File: config.mk
export PLATFORM = sky130hd
export DESIGN_NAME = allocator_mac
export DESIGN_NICKNAME = d
export VERILOG_FILES = /design/src/rtl/allocator_mac.sv
export SDC_FILE = /design/constraint.sdc
export NUM_CORES = 2
export LEC_CHECK = 0
export CORE_ASPECT_RATIO = 1.75
export CORE_UTILIZATION = 40
export CTS_BUF_LIST = sky130_fd_sc_hd__clkbuf_4
export DETAILED_ROUTE_END_ITERATION = 12
export MAX_ROUTING_LAYER = met4
export SYNTH_ARGS = -nofsm -noshare
export SYNTH_HDL_FRONTEND = slang
export SYNTH_SLANG_ARGS = --single-unit
File: constraint.sdc
create_clock -name clk -period 8.9 [get_ports clk]
set_input_delay 0.89 -clock clk [delete_from_list [all_inputs] [get_ports clk]]
set_output_delay 0.89 -clock clk [all_outputs]
set_load 0.01 [all_outputs]
File: src/rtl/allocator_mac.sv
// Window allocator with a 2-stage signed multiply-accumulate.
// Sums data*weight over broadcast beats that land inside a (2h+1)^2 x D window.
module allocator_mac #(
  parameter int ACC_WIDTH = 48
) (
  input  logic                        clk,
  input  logic                        rst,
  input  logic [7:0]                  position_x,
  input  logic [7:0]                  position_y,
  input  logic                        position_select,
  input  logic [1:0]                  filter_halfsize,
  input  logic [8:0]                  image_depth,
  input  logic [7:0]                  issue_x,
  input  logic [7:0]                  issue_y,
  input  logic signed [17:0]          issue_data,
  input  logic signed [17:0]          weight_data,
  input  logic                        issue_en,
  output logic                        issue_block,
  output logic signed [ACC_WIDTH-1:0] result_data,
  output logic                        result_valid,
  input  logic                        result_ready,
  output logic                        overrun
);

  typedef enum logic [1:0] {IDLE, ACCUM, FLUSH, RESULT} state_t;

  state_t state, state_next;

  logic [7:0]  cx, cy;
  logic [1:0]  h;
  logic [14:0] target, count;

  logic        pend_full;
  logic [7:0]  pend_x, pend_y;
  logic [1:0]  pend_h;
  logic [8:0]  pend_d;

  logic        start, start_from_pend, pend_store, pend_take, overrun_set;
  logic        handoff, in_win, match, final_beat;

  logic [7:0]  ld_x, ld_y;
  logic [1:0]  ld_h;
  logic [8:0]  ld_d;
  logic [2:0]  side;
  logic [5:0]  side_sq;
  logic [14:0] ld_target;

  logic signed [35:0]          product, prod;
  logic                        prod_valid;
  logic [ACC_WIDTH-1:0]        acc, acc_next;

  // Window test at 9 bits so a center near 0 or 255 never wraps around
  always_comb begin
    in_win = ({1'b0, issue_x} + {7'b0, h} >= {1'b0, cx}) &&
             ({1'b0, issue_x} <= {1'b0, cx} + {7'b0, h}) &&
             ({1'b0, issue_y} + {7'b0, h} >= {1'b0, cy}) &&
             ({1'b0, issue_y} <= {1'b0, cy} + {7'b0, h});
  end

  assign handoff      = (state == RESULT) && result_ready;
  assign issue_block  = pend_full && !handoff;
  assign match        = issue_en && !issue_block && (state == ACCUM) && in_win;
  assign final_beat   = match && ((count + 15'd1) == target);
  assign result_valid = (state == RESULT);
  assign product      = issue_data * weight_data;

  always_ff @(posedge clk or posedge rst) begin
    if (rst) state <= IDLE;
    else     state <= state_next;
  end

  always_comb begin
    state_next      = state;
    start           = 1'b0;
    start_from_pend = 1'b0;
    pend_store      = 1'b0;
    pend_take       = 1'b0;
    overrun_set     = 1'b0;
    case (state)
      IDLE: begin
        if (position_select) begin
          start      = 1'b1;
          state_next = ACCUM;
        end
      end
      ACCUM: begin
        if (position_select) start = 1'b1;
        else if (final_beat) state_next = FLUSH;
      end
      FLUSH: begin
        state_next = RESULT;
        if (position_select) begin
          if (pend_full) overrun_set = 1'b1;
          else           pend_store  = 1'b1;
        end
      end
      RESULT: begin
        if (result_ready) begin
          // A held pending position outranks a same-cycle strobe, which is then lost
          if (pend_full) begin
            start           = 1'b1;
            start_from_pend = 1'b1;
            pend_take       = 1'b1;
            state_next      = ACCUM;
            overrun_set     = position_select;
          end else if (position_select) begin
            start      = 1'b1;
            state_next = ACCUM;
          end else begin
            state_next = IDLE;
          end
        end else if (position_select) begin
          if (pend_full) overrun_set = 1'b1;
          else           pend_store  = 1'b1;
        end
      end
      default: state_next = IDLE;
    endcase
  end

  always_comb begin
    ld_x      = start_from_pend ? pend_x : position_x;
    ld_y      = start_from_pend ? pend_y : position_y;
    ld_h      = start_from_pend ? pend_h : filter_halfsize;
    ld_d      = start_from_pend ? pend_d : image_depth;
    side      = {ld_h, 1'b1};
    side_sq   = {3'b0, side} * {3'b0, side};
    ld_target = {9'b0, side_sq} * {6'b0, ld_d};
  end

  always_ff @(posedge clk or posedge rst) begin
    if (rst) begin
      cx     <= '0;
      cy     <= '0;
      h      <= '0;
      target <= '0;
      count  <= '0;
    end else if (start) begin
      cx     <= ld_x;
      cy     <= ld_y;
      h      <= ld_h;
      target <= ld_target;
      count  <= '0;
    end else if (match) begin
      count  <= count + 15'd1;
    end
  end

  always_ff @(posedge clk or posedge rst) begin
    if (rst) begin
      pend_full <= 1'b0;
      pend_x    <= '0;
      pend_y    <= '0;
      pend_h    <= '0;
      pend_d    <= '0;
    end else if (pend_take) begin
      pend_full <= 1'b0;
    end else if (pend_store) begin
      pend_full <= 1'b1;
      pend_x    <= position_x;
      pend_y    <= position_y;
      pend_h    <= filter_halfsize;
      pend_d    <= image_depth;
    end
  end

  always_ff @(posedge clk or posedge rst) begin
    if (rst)              overrun <= 1'b0;
    else if (overrun_set) overrun <= 1'b1;
  end

  always_comb begin
    acc_next = acc;
    if (prod_valid) acc_next = acc + {{(ACC_WIDTH-36){prod[35]}}, prod};
  end

  // A restart drops both the running sum and any product still in stage 1
  always_ff @(posedge clk or posedge rst) begin
    if (rst) begin
      prod       <= '0;
      prod_valid <= 1'b0;
      acc        <= '0;
    end else begin
      prod       <= product;
      prod_valid <= match && !start;
      acc        <= start ? '0 : acc_next;
    end
  end

  always_ff @(posedge clk or posedge rst) begin
    if (rst)                 result_data <= '0;
    else if (state == FLUSH) result_data <= acc_next;
  end

endmodule

Word level (Yosys, flattened, before mapping)
Cells that the tools add are included.
Cells by class
  $mul: 3
  $add $sub $neg: 6
  equality and inequality tests: 8
  multiplexer cells: 32
  bitwise operators: 1
  reductions and logical operators: 19
  order comparisons: 4
Operator list (number)
  $mux 48: 2
  $add 48x48->48: 1
  $add 8x2->9: 4
  $mul 18x18->36: 1
  $mux 15: 2
  $ge 9x8->1: 2
  $le 8x9->1: 2
  $mux 1: 16
  $mux 8: 2
  $add 15x1->15 const B: 1
  $eq 15x15->1: 1
  $mul 6x9->15: 1
  $logic_and 1x1->1: 10
  $mux 2: 5
  $mux 9: 1
  $pmux 2 s4: 1
  $mul 3x3->6: 1
  $ne 2x2->1 const B: 3
  $pmux 1 s2: 3
  $eq 2x2->1 const B: 2
  $reduce_and 4->1: 1
  $reduce_bool 2->1: 2
  $logic_not 1->1: 3
  $eq 2x1->1 const B: 1
  5 further kinds: 5
Storage, ports and cells
  word-level logic and storage cells: 89
  flip-flop bits (word level): 212
  output and inout bits: 51

Depth between registers and ports, before layout
  depth in word-level cells: 12
  mapped depth: 26
  mapped depth without buffers: 24

Worst setup path after synthesis
OpenSTA, ideal clock, no wires.
  path type: input -> register
  start point: input weight_data[9]
  end point: register prod[35]
  arrival: 6.711 ns
  buffers on the path: 2
  cell stages on the path: 25
  data required time: 8.820 ns
  library setup time: 0.080 ns
  setup slack: 2.109 ns
  cells stage by stage: clkbuf_1 -> clkbuf_1 -> nand2_1 -> fa_1 -> inv_1 -> fa_1 -> inv_1 -> fa_1 -> inv_1 -> fa_1 -> fa_1 -> inv_1 -> fa_1 -> inv_1 -> ha_1 -> a21oi_1 -> nor2b_1 -> nor3_1 -> nand3_1 -> a21oi_1 -> o2111ai_1 -> a2111o_1 -> a31o_1 -> a21oi_1 -> xnor2_1
Between the ends
  word-level cells in the longest chain between the ends: 1
Ends and longest elaborated chain
  from (decl): RTL line 16  | input logic signed [17:0] weight_data,
  $mul 18x18->36: RTL line 65  | assign product = issue_data * weight_data;
  via product[35]: RTL line 48  | logic signed [35:0] product, prod;
  to (signal assigned): RTL line 184  | prod <= product;
  to (decl): RTL line 48
The timed path passes the listed nets, and every way through them passes these cells.
A chain may end at the register's enable or synchronous reset.

Worst setup path in the final report
  start point: input weight_data[3]
  end point: register prod[35]
The elaborated chain is that of the path after synthesis.

==> run metrics <==
synthesized flop and latch total between 200 and 250; worst hold endpoint overrun; DRC Markers 0; routed wire length per instance 18.1 um; initial core utilization 0.406; EDFF count, synth 0; worst-skew pair later-pin latency 770 ps; Synth async-reset ratio 1.00; cells taking the most area after synthesis fa_1 28%, dfrtp_1 21%, ha_1 10%; Post-synth top flop dfrtp_1; initial antenna violation count 1; most frequent cells in the layout 473 x inv_1, 355 x fa_1, 284 x nand2_1; Sink Count 212; final worst-path cycle share 0.821; Rows 122; TritonCTS clock tree done; Die Wd 194 um; IO Count ~140; Global Route met3 Usage 0.0311; HPWL after DPL approximately 54000 um; Setup crit end kind flop; clock buffer depth 3; yosys warns 0; HP Start overrun; FF-to-FF End target[14]; fin nets between 3000 and 4000; Mapped Cells 2758; most common cell after layout, fill and taps aside inv_1; Remaining Overflow, GRT 0; first-pass GRT wire length 111000 um; Initial DRT Pass Iterations 5; GPL Wtd Cong just over 0.9; hold-critical path depth 1; htree depth 2; syn avg cell area slightly above 9 sq um; Slew @ Worst Pin between 1000 and 1500 ps; share of cells above drive strength 1 0.0570; gr usage total 0.220; GRT busiest layer met2; leading area contributor after synthesis fa_1; RSZ-0062 raised after global routing false; Slew headroom 0.242; # resized after CTS 0; Detailed Route WL slightly below 70000 um; Mapped Area approximately 26000 sq um; Num CTS Buffers 53; vias in the first global route between 20000 and 25000; hold crit path type reg -> reg; Die H between 300 and 400 um; post-synth top area share 0.277; Reg2Reg Depth 19; R2R setup slack 3000 ps; Yosys cell types 75; PortBufs between 100 and 150; die area 65300 sq um; Iter 0 DRT Violations a little over 700; Worst EP required approximately 9600 ps; CP Launch Type input port; Final Hold Viols 0; CP arrival roughly 8000 ps; antenna-violating nets left 0; postcts setup bufs 0; Setup CP Type in -> reg; vias 19200; Vias/cell between 5 and 6; Final Max Slew Viols 0; sequential area share after synthesis 0.206; setup TNS 0 ps; worst reg2reg path startpoint state[0]; Clk pin slew, worst setup/hold paths roughly 70 ps; root buf cell clkbuf_4; fmax approximately 0.14 GHz; met1 Track Usage GR 0.215; min Tclk post-route 7300 ps; Finish-stage setup viols 0; synthesis-to-finish area growth 11.2%; core area ~63000 sq um; worst-path maximum fanout 18; hold buffers post-CTS 0; Max Cap Viol 0; Final Skew 83.3 ps; GR Util met2 0.417; outcome finished, final reports clean; largest net degree at the start of global routing ~130
synthesized netlist by cell type (54+ instances only):
cell / instances
nor2_1: 157
a21o_1: 54
mux2i_1: 58
o21ai_0: 72
xnor2_1: 100
a21oi_1: 147
clkbuf_1: 83
ha_1: 213
fa_1: 355
nand2_1: 284
and2_1: 169
inv_1: 474
dfrtp_1: 212
layout make-up:
cell class              instances  area (sq um)
fillers                      6183         34800
diodes                          1          2.50
clock buffers                  70           526
repair buffers                154          1490
well taps                     806          1010
flip-flops and latches        212          5310
clock inverters                22           169
inverters                     475          1790
multi-input cells            1980         18300
stage by stage:
step	util	instance area, sq um	setup WS [ps]	cells	hold slack, ps
finish	0.451	28600	1600	3720	476
global route	0.451	28600	1320	3720	519
CTS	0.451	28600	1670	3719	485
detailed placement	0.440	27900	826	3627	465
global placement	0.440	27900	943	3627	459
floorplan	-	25700	2110	2766	464
state kept, by name, summed over array words and instances (netlist names), 9 cells and up:
signal	count
result_data	48
count	15
target	15
prod	36
acc	48
pend_d	9
per-layer routing:
metal / vias to the layer above / wire [um]
met3: 179 / 2980
met1: 9530 / 24100
met4: 0 / 3660
li1: 8991 / -
met2: 477 / 36400
met5: - / 0
cells by family after synthesis:
group / share of synthesized area
compound gates: 0.0974
other cells: 0.000146
buf+inv: 0.0844
simple gates: 0.144
flops: 0.206
xor+xnor: 0.0470
mux: 0.0398
fa+ha+maj: 0.380
worst max-delay path: stages:
cell and delay (ps):
clkdlybuf4s50_1 990, nand2_1 280, fa_1 600, inv_1 140, fa_1 510, inv_1 50, fa_1 500, inv_1 50
fa_1 490, fa_1 500, inv_1 50, fa_1 480, inv_1 40, ha_1 350, a21oi_1 340, nand3_1 110
a21oi_1 400, o2111ai_1 260, a2111o_1 430, a31o_1 210, a21oi_1 160, xnor2_1 130
worst max-delay path by stage:
stage / cells after the start / from / slack [ps] / endpoint
6_report: 22 / weight_data[3] / 1600 / prod[35]
5_1_grt: 22 / weight_data[13] / 1320 / prod[35]
4_1_cts: 22 / weight_data[3] / 1670 / prod[35]
3_5_place_dp: 22 / weight_data[3] / 830 / prod[35]
3_3_place_gp: 22 / weight_data[3] / 940 / prod[35]
2_1_floorplan: 25 / weight_data[9] / 2110 / prod[35]
Power is left out: the tool's default activity adds up to more than one toggle a clock period on the data nets, which glitch-free logic cannot reach.
